===== config.mk =====
export PLATFORM = sky130hd
export DESIGN_NAME = weight_read_sequencer_flat
export DESIGN_NICKNAME = d
export VERILOG_FILES = /design/src/rtl/weight_read_sequencer_if.sv /design/src/rtl/weight_read_sequencer.sv /design/src/flat_wrapper.sv
export SDC_FILE = /design/constraint.sdc
export NUM_CORES = 1
export LEC_CHECK = 0
export CORE_ASPECT_RATIO = 0.6
export CORE_MARGIN = 2
export CORE_UTILIZATION = 55
export DETAILED_ROUTE_END_ITERATION = 10
export DONT_BUFFER_PORTS = 1
export HOLD_SLACK_MARGIN = 0.1
export PLACE_DENSITY_LB_ADDON = 0.25
export SYNTH_ARGS = -nofsm -noshare
export SYNTH_HDL_FRONTEND = slang
export SYNTH_SLANG_ARGS = --single-unit

===== constraint.sdc =====
create_clock -name clk -period 5.5 [get_ports clk]
set_input_delay 0.825 -clock clk [delete_from_list [all_inputs] [get_ports clk]]
set_output_delay 0.825 -clock clk [all_outputs]
set_load 0.1 [all_outputs]

===== src/rtl/weight_read_sequencer_if.sv =====
// Bundles the command, weight-memory and MAC stream signals of the weight read sequencer.
// The master modport is the sequencer; the slave modport is its environment.
interface weight_read_sequencer_if #(
    parameter int addressWidth = 10,
    parameter int dataWidth    = 16
);
    logic                    start;
    logic [addressWidth:0]   base_addr;
    logic [addressWidth:0]   len;
    logic                    abort;
    logic                    busy;
    logic                    done;
    logic                    mem_ren;
    logic [addressWidth:0]   mem_raddr;
    logic [dataWidth-1:0]    mem_wout;
    logic [dataWidth-1:0]    w_data;
    logic                    w_valid;
    logic                    w_last;
    logic                    w_ready;

    modport master (
        input  start, base_addr, len, abort, mem_wout, w_ready,
        output busy, done, mem_ren, mem_raddr, w_data, w_valid, w_last
    );

    modport slave (
        output start, base_addr, len, abort, mem_wout, w_ready,
        input  busy, done, mem_ren, mem_raddr, w_data, w_valid, w_last
    );
endinterface


===== src/rtl/weight_read_sequencer.sv =====
// Streams one neuron's weights from a 1-cycle-latency memory to the MAC over valid/ready,
// using a 2-entry skid buffer (plus the in-flight read) so backpressure never drops or repeats a word.
module weight_read_sequencer #(
    parameter int addressWidth = 10,
    parameter int dataWidth    = 16
) (
    input  logic                    clk,
    input  logic                    rst_n,
    weight_read_sequencer_if.master bus
);
    localparam int AW = addressWidth + 1;
    localparam logic [1:0]    S_IDLE = 2'd0;
    localparam logic [1:0]    S_RUN  = 2'd1;
    localparam logic [1:0]    S_DONE = 2'd2;
    localparam logic [AW-1:0] ONE    = {{(AW-1){1'b0}}, 1'b1};

    logic [1:0]           r_state;
    logic [AW-1:0]        r_base;
    logic [AW-1:0]        r_len;
    logic [AW-1:0]        r_issued;
    logic [AW-1:0]        r_popped;
    logic [AW-1:0]        r_raddr;
    logic                 r_inflight;
    logic [dataWidth-1:0] r_fifo [2];
    logic [1:0]           r_cnt;
    logic                 r_rd;
    logic                 r_wr;

    logic                 w_run;
    logic                 w_head_fifo;
    logic                 w_valid;
    logic                 w_pop;
    logic                 w_fifo_pop;
    logic                 w_push;
    logic [2:0]           w_occ;
    logic                 w_ren;
    logic [AW-1:0]        w_addr_next;
    logic                 w_is_last;

    assign w_run       = (r_state == S_RUN);
    assign w_head_fifo = (r_cnt != 2'd0);
    // With the buffer empty, the word returning from memory is presented directly to the MAC.
    assign w_valid     = w_head_fifo | r_inflight;
    assign w_pop       = w_valid & bus.w_ready;
    assign w_fifo_pop  = w_pop & w_head_fifo;
    assign w_push      = r_inflight & ~(w_pop & ~w_head_fifo);
    assign w_occ       = {1'b0, r_cnt} + {2'b00, r_inflight} - {2'b00, w_pop};
    assign w_ren       = w_run & ~bus.abort & (r_issued < r_len) & (w_occ < 3'd2);
    assign w_addr_next = r_base + r_issued;
    assign w_is_last   = (r_popped == (r_len - ONE));

    assign bus.w_valid   = w_valid;
    assign bus.w_data    = w_head_fifo ? r_fifo[r_rd] : (r_inflight ? bus.mem_wout : '0);
    assign bus.w_last    = w_valid & w_is_last;
    assign bus.mem_ren   = w_ren;
    assign bus.mem_raddr = w_ren ? w_addr_next : r_raddr;
    assign bus.busy      = w_run;
    assign bus.done      = (r_state == S_DONE);

    always_ff @(posedge clk or negedge rst_n) begin
        if (!rst_n) begin
            r_state    <= S_IDLE;
            r_base     <= '0;
            r_len      <= '0;
            r_issued   <= '0;
            r_popped   <= '0;
            r_raddr    <= '0;
            r_inflight <= 1'b0;
            r_fifo[0]  <= '0;
            r_fifo[1]  <= '0;
            r_cnt      <= 2'd0;
            r_rd       <= 1'b0;
            r_wr       <= 1'b0;
        end else begin
            case (r_state)
                S_IDLE: begin
                    if (bus.start && !bus.abort) begin
                        r_base     <= bus.base_addr;
                        r_len      <= bus.len;
                        r_issued   <= '0;
                        r_popped   <= '0;
                        r_inflight <= 1'b0;
                        r_cnt      <= 2'd0;
                        r_rd       <= 1'b0;
                        r_wr       <= 1'b0;
                        r_state    <= (bus.len != '0) ? S_RUN : S_DONE;
                    end
                end
                S_RUN: begin
                    if (bus.abort) begin
                        r_state    <= S_IDLE;
                        r_inflight <= 1'b0;
                        r_cnt      <= 2'd0;
                        r_rd       <= 1'b0;
                        r_wr       <= 1'b0;
                    end else begin
                        r_inflight <= w_ren;
                        if (w_ren) begin
                            r_issued <= r_issued + ONE;
                            r_raddr  <= w_addr_next;
                        end
                        if (w_push) begin
                            r_fifo[r_wr] <= bus.mem_wout;
                            r_wr         <= ~r_wr;
                        end
                        if (w_fifo_pop)
                            r_rd <= ~r_rd;
                        r_cnt <= r_cnt + {1'b0, w_push} - {1'b0, w_fifo_pop};
                        if (w_pop) begin
                            r_popped <= r_popped + ONE;
                            if (w_is_last)
                                r_state <= S_DONE;
                        end
                    end
                end
                S_DONE:  r_state <= S_IDLE;
                default: r_state <= S_IDLE;
            endcase
        end
    end
endmodule


===== src/flat_wrapper.sv =====
// flat-port wrapper written by rule: the top's interface ports become plain ports
module weight_read_sequencer_flat 
#(
    parameter int addressWidth = 10,
    parameter int dataWidth    = 16
)
  (clk, rst_n, bus_start, bus_base_addr, bus_len, bus_abort, bus_mem_wout, bus_w_ready, bus_busy, bus_done, bus_mem_ren, bus_mem_raddr, bus_w_data, bus_w_valid, bus_w_last);
  weight_read_sequencer_if #(.addressWidth(addressWidth), .dataWidth(dataWidth)) bus_i ();
  input  logic clk;
  input  logic rst_n;
  input wire logic [$bits(bus_i.start)-1:0] bus_start;
  input wire logic [$bits(bus_i.base_addr)-1:0] bus_base_addr;
  input wire logic [$bits(bus_i.len)-1:0] bus_len;
  input wire logic [$bits(bus_i.abort)-1:0] bus_abort;
  input wire logic [$bits(bus_i.mem_wout)-1:0] bus_mem_wout;
  input wire logic [$bits(bus_i.w_ready)-1:0] bus_w_ready;
  output wire logic [$bits(bus_i.busy)-1:0] bus_busy;
  output wire logic [$bits(bus_i.done)-1:0] bus_done;
  output wire logic [$bits(bus_i.mem_ren)-1:0] bus_mem_ren;
  output wire logic [$bits(bus_i.mem_raddr)-1:0] bus_mem_raddr;
  output wire logic [$bits(bus_i.w_data)-1:0] bus_w_data;
  output wire logic [$bits(bus_i.w_valid)-1:0] bus_w_valid;
  output wire logic [$bits(bus_i.w_last)-1:0] bus_w_last;
  assign bus_i.start = bus_start;
  assign bus_i.base_addr = bus_base_addr;
  assign bus_i.len = bus_len;
  assign bus_i.abort = bus_abort;
  assign bus_i.mem_wout = bus_mem_wout;
  assign bus_i.w_ready = bus_w_ready;
  assign bus_busy = bus_i.busy;
  assign bus_done = bus_i.done;
  assign bus_mem_ren = bus_i.mem_ren;
  assign bus_mem_raddr = bus_i.mem_raddr;
  assign bus_w_data = bus_i.w_data;
  assign bus_w_valid = bus_i.w_valid;
  assign bus_w_last = bus_i.w_last;
  weight_read_sequencer #(.addressWidth(addressWidth), .dataWidth(dataWidth)) u_core (.clk(clk), .rst_n(rst_n), .bus(bus_i));
endmodule

Word level (Yosys, flattened, before mapping)

Cells that the tools add are included.

Input bits: 43
Output and inout port bits: 32
Logic and storage cells: 102
Bits in registers: 94

Reductions and logical operators: 16
Bitwise operators: 16
Add/subtract/negate cells: 8
Muxes and demuxes: 34
Order comparisons: 5
Equality and inequality tests: 11

Operators with widths:

| kind                  | count |
|---|---|
| $mux 16               | 6 |
| $mux 11               | 6 |
| $pmux 11 s2           | 2 |
| $bwmux 32             | 1 |
| $add 11x1->11 const B | 2 |
| $demux 16 s1          | 1 |
| $mux 2                | 7 |
| $ne 3x3->1 const B    | 4 |
| $reduce_and 3->1      | 4 |
| $add 11x11->11        | 1 |
| $eq 11x11->1          | 1 |
| $lt 11x11->1          | 1 |
| $reduce_bool 11->1    | 1 |
| $sub 11x1->11 const B | 1 |
| $and 1x1->1           | 8 |
| $pmux 2 s2            | 2 |
| $reduce_and 4->1      | 2 |
| $mux 1                | 6 |
| $ne 2x2->1 const B    | 3 |
| $pmux 1 s2            | 3 |
| $reduce_and 2->1      | 3 |
| $not 1->1             | 5 |
| $ge 2x2->1 const B    | 2 |
| $not 1->2             | 2 |
| 14 further kinds      | 16 |

Logic depth before layout (Yosys ltp)

Word-level depth: 10
Depth in mapped cells: 15
Mapped depth without buffers: 13

Worst setup path after synthesis

OpenSTA, ideal clock, no wires.

Path kind: register -> output
Start point: register u_core.r_inflight
End point: output bus_mem_raddr[10]
Data required time: 4.675 ns
Slack: -1.026 ns
Arrival time: 5.701 ns
Buffers on the path: 1
Stages on the path, launching flop included: 14
Cell sequence: dfrtp_1 buf_2 or3_1 nand2_1 inv_1 ha_1 nand2b_1 fa_1 xnor2_1 nand4b_1 or3_4 a211oi_4 nor2_4 o31ai_1

Word-level cells in the longest chain between the ends: 6
Elaborated cells on any way between the ends: 7
Classes of those cells: add/sub (2); order compare (1); mux (1); bitwise (3)

Ends and longest elaborated chain:

| item                   | RTL line                    | source |
|---|---|---|
| from (decl)            | weight_read_sequencer.sv:23 | `logic r_inflight;` |
| from (signal assigned) | weight_read_sequencer.sv:97 | `r_inflight <= w_ren;` |
| $or 1x1->1             | weight_read_sequencer.sv:43 | `assign w_valid = w_head_fifo \| r_inflight;` |
| named net bus_w_valid  | flat_wrapper.sv:22          | `output wire logic [$bits(bus_i.w_valid)-1:0] bus_w_valid;` |
| $and 1x1->1            | weight_read_sequencer.sv:44 | `assign w_pop = w_valid & bus.w_ready;` |
| $sub 3x1->3            | weight_read_sequencer.sv:47 | `assign w_occ = {1'b0, r_cnt} + {2'b00, r_inflight} - {2'b00, w_pop};` |
| $lt 3x2->1             | weight_read_sequencer.sv:48 | `assign w_ren = w_run & ~bus.abort & (r_issued < r_len) & (w_occ < 3'd2);` |
| $and 1x1->1            | weight_read_sequencer.sv:48 |  |
| $mux 11                | --                          |  |
| to (decl)              | flat_wrapper.sv:20          | `output wire logic [$bits(bus_i.mem_raddr)-1:0] bus_mem_raddr;` |

The timed path passes the listed nets, and every way through them passes these cells.

Worst setup path in the final report

Start point: register u_core.r_inflight
End point: output bus_mem_raddr[3]

Word-level cells in the longest chain between the ends: 6
Elaborated cells on any way between the ends: 7
Classes of those cells: add/sub (2); order compare (1); mux (1); bitwise (3)

Ends and longest elaborated chain:

| item                                                | RTL line |
|---|---|
| branches (longest 2 deep; another with $add 2x1->3) | -- |
| $sub 3x1->3 *                                       | weight_read_sequencer.sv:47 |
| $lt 3x2->1 *                                        | weight_read_sequencer.sv:48 |
| $and 1x1->1 *                                       | weight_read_sequencer.sv:48 |
| $mux 11 *                                           | -- |

Mark *: on every way between the ends.

==> results.txt <==
Syn Nets: 624
Multi-input gate area: 3110 um^2
Place WS: 0.881 ns
CP Depth: 14
# DRC: 0
Routed wire per std cell: 18.1 um
Floorplan core area: 9840 um^2
Clock root cell: clkbuf_16
Avg Inst Size Synth: 10.0 um^2
Peak VDD IR: 0.495 mV
FF/Latch Area: 2350 um^2
Die X: 134 um
Number of max-slew violations in the final report: 0
Clock sink count: 94
Worst reg-to-reg path cell count: 14
H-tree Lvls: 3
# Post-CTS Setup Buffers: 0
Part of the Yosys area used for sequential elements: 0.424
Post-route ant nets: 0
R2r setup slk: 1.67 ns
Post-CTS Hold Fix Bufs: 0
Flop pwr share: 0.285
GRT Total Usage: 0.239
Fmax: 200 MHz
Row count: 28
Share of layout cells above drive strength 1: 0.183
Clk network pwr share: 0.170
DIE HEIGHT: 81.8 um
Cells after Synth: 553
Crit path kind: flip-flop to primary output
Async SR Flop Fraction: 1.00
DIE AREA: 10900 um^2
NetSw: 1.86 mW
Crit-path max FO: 19
TNS Setup: 0 ns
Vias per cell: 6.08
CP Capture Type: primary output
Routability cong.: 0.867
Commonest non-fill, non-tap cells in the layout: 94 x dfrtp_1, 72 x nand2_1, 34 x mux2_2
Final nets: 624
Ant diodes: 0
Worst slew margin: 0.258
Skew final: 0.00973 ns
Ys Warns: 0
Number of global-route vias before repair: 4135
First-iteration detailed-routing DRC count: 309
Combinational power share: 0.546
Max-cap violations: 0
Primary FF master, synth: dfrtp_1
TritonRoute pass-1 iters: 4
Internal: 1.68 mW
CP top delay family: simple AND/OR/NAND/NOR gates
Longest Clk Path Bufs: 2
Worst path required time: 4.68 ns
Remaining global-route overflow: 0
Outcome: finished clean
Worst setup SP type: flip-flop
PnR worst setup slack: 0.491 ns
Synthesized area: 5550 um^2
Pleak: 2.81 nW
Initial antenna violation count: 0
Number of flops mapped to enable cells by yosys: 0
Layout area overhead: 10.2%
Global-route wire length before repair: 20.4 mm
Largest net degree at the start of global routing: 95
Switching Fraction: 0.524
Pwr dens: 579 nW/um^2
CP cell instances: buf_4 > or3_1 > nand2_1 > inv_1 > ha_1 > nand2b_1 > fa_1 > xnor2_1 > nand4b_1 > or3_4 > a211oi_4 > nor2_4 > clkinv_4 > mux2_4
Yosys reg bits: 94
Tightest Pin Transition: 1.11 ns
Worst-Skew Late Latency: 0.35 ns
Worst R2R Start: u_core.r_inflight
TritonCTS Buffers: 9
Hold/Removal Path Class: primary input to async pin
Fill count: 811
DP HPWL: 9.02 mm
RSZ-0062 raised after global routing: false
Initial Util: 0.564
CP max-delay cell: mux2_4
Reg clk slew, reported paths: 0.07 ns
Post-synth cell types: 64
I/O pin count: 75
Crit path DAT: 4.18 ns
FF-to-FF End: u_core.r_raddr[6]
Final period util: 0.911
Vias: 4206
Final setup vio count: 0
WL final: 12.5 mm
Final Hold Vio Count: 0
Post-CTS Resized: 0
Port Buf Inserts: 0
Delay of the slowest critical-path stage: 0.46 ns
Most common cell after layout, fill and taps aside: dfrtp_1
Power Total: 3.54 mW
CP bufs+invs: 3
Final min period: 5.01 ns
CTS tree: built
metal layers:
| layer | vias up | global-route usage | share of wire |
|---|---|---|---|
| li1 | 1983 | - | - |
| met1 | 2085 | 0.325 | 0.47 |
| met2 | 125 | 0.371 | 0.45 |
| met3 | 13 | 0.0815 | 0.075 |
| met4 | 0 | 0.0638 | 0.0088 |
| met5 | - | 0 | 0 |
cell usage after synthesis, drive strengths merged, types with 6 or more instances:
library cell,n,area share
a21o,6,0.0081
a21oi,19,0.017
a31oi,7,0.0079
and3,6,0.0068
buf,6,0.0095
clkbuf,15,0.010
dfrtp,94,0.42
ha,26,0.059
inv,18,0.012
mux2,48,0.10
mux2i,22,0.040
nand2,72,0.049
nand2b,7,0.0083
nand3,31,0.028
nand4,7,0.0079
nor2,21,0.016
nor2b,8,0.010
nor3,8,0.0072
o21ai,51,0.046
or3,7,0.0088
xnor2,14,0.022
xor2,15,0.024
worst register-to-register path, cell delays in order, from the launching register on:
cell and delay, ns:
dfrtp_1 0.37, buf_4 0.21, or3_1 0.41, nand2_1 0.14
inv_1 0.09, ha_1 0.26, nand2b_1 0.16, fa_1 0.38
xnor2_1 0.17, nand4b_1 0.14, or3_4 0.37, a211oi_4 0.34
nor2_4 0.15, clkinv_4 0.18, mux2_2 0.35
power groups by stage:
stage               Sequential (mW)  Clock [mW]  Combinational [mW]
global route                   1.03       0.638                2.03
floorplan                     0.965           0                1.64
global placement               1.00           0                1.89
CTS                            1.01       0.612                1.94
detailed placement             1.02           0                1.93
finish                         1.01       0.601                1.93
worst max path at each step:
stage                      start           endpoint  slack [ns]
2_1_floorplan  u_core.r_inflight  bus_mem_raddr[10]        0.35
5_1_grt        u_core.r_inflight   bus_mem_raddr[9]        0.29
3_5_place_dp   u_core.r_inflight   bus_mem_raddr[3]        0.88
3_3_place_gp   u_core.r_inflight   bus_mem_raddr[3]        1.00
4_1_cts        u_core.r_inflight   bus_mem_raddr[3]        0.50
6_report       u_core.r_inflight   bus_mem_raddr[3]        0.49
metrics by stage:
| stage | hold WS [ns] | cell area, um^2 | std cells | utilization |
|---|---|---|---|---|
| floorplan | 0.450 | 5570 | 553 | - |
| global placement | 0.469 | 5830 | 677 | 0.593 |
| detailed placement | 0.476 | 5830 | 677 | 0.593 |
| CTS | 0.151 | 6110 | 692 | 0.621 |
| global route | 0.143 | 6110 | 692 | 0.621 |
| finish | 0.162 | 6110 | 692 | 0.621 |
logic make-up after synthesis:
logic type,Yosys count,synth area share
AND/OR/NAND/NOR,186,0.171
adder cells (fa/ha/maj),28,0.0659
XOR/XNOR,29,0.0458
buffers and inverters,40,0.0334
AO/OA/AOI/OAI,106,0.117
multiplexers,70,0.143
flip-flops,94,0.424
area by class of cell:
cell class                      count  area share
Sequential cell                    94       0.385
Multi-Input combinational cell    419       0.509
Tap cell                          135      0.0276
Timing Repair Buffer               10      0.0205
Inverter                           19      0.0125
Clock buffer                        9      0.0368
Clock inverter                      6     0.00880
registers in the layout (all words and copies together), names as in the netlist:
signal             cells
u_core.r_len          11
u_core.r_wr            1
u_core.r_base         11
u_core.r_raddr        11
u_core.r_state         2
u_core.r_inflight      1
u_core.r_issued       11
u_core.r_popped       11
u_core.r_fifo         32
u_core.r_rd            1
u_core.r_cnt           2
No activity file was read; power rests on OpenSTA's default activity.
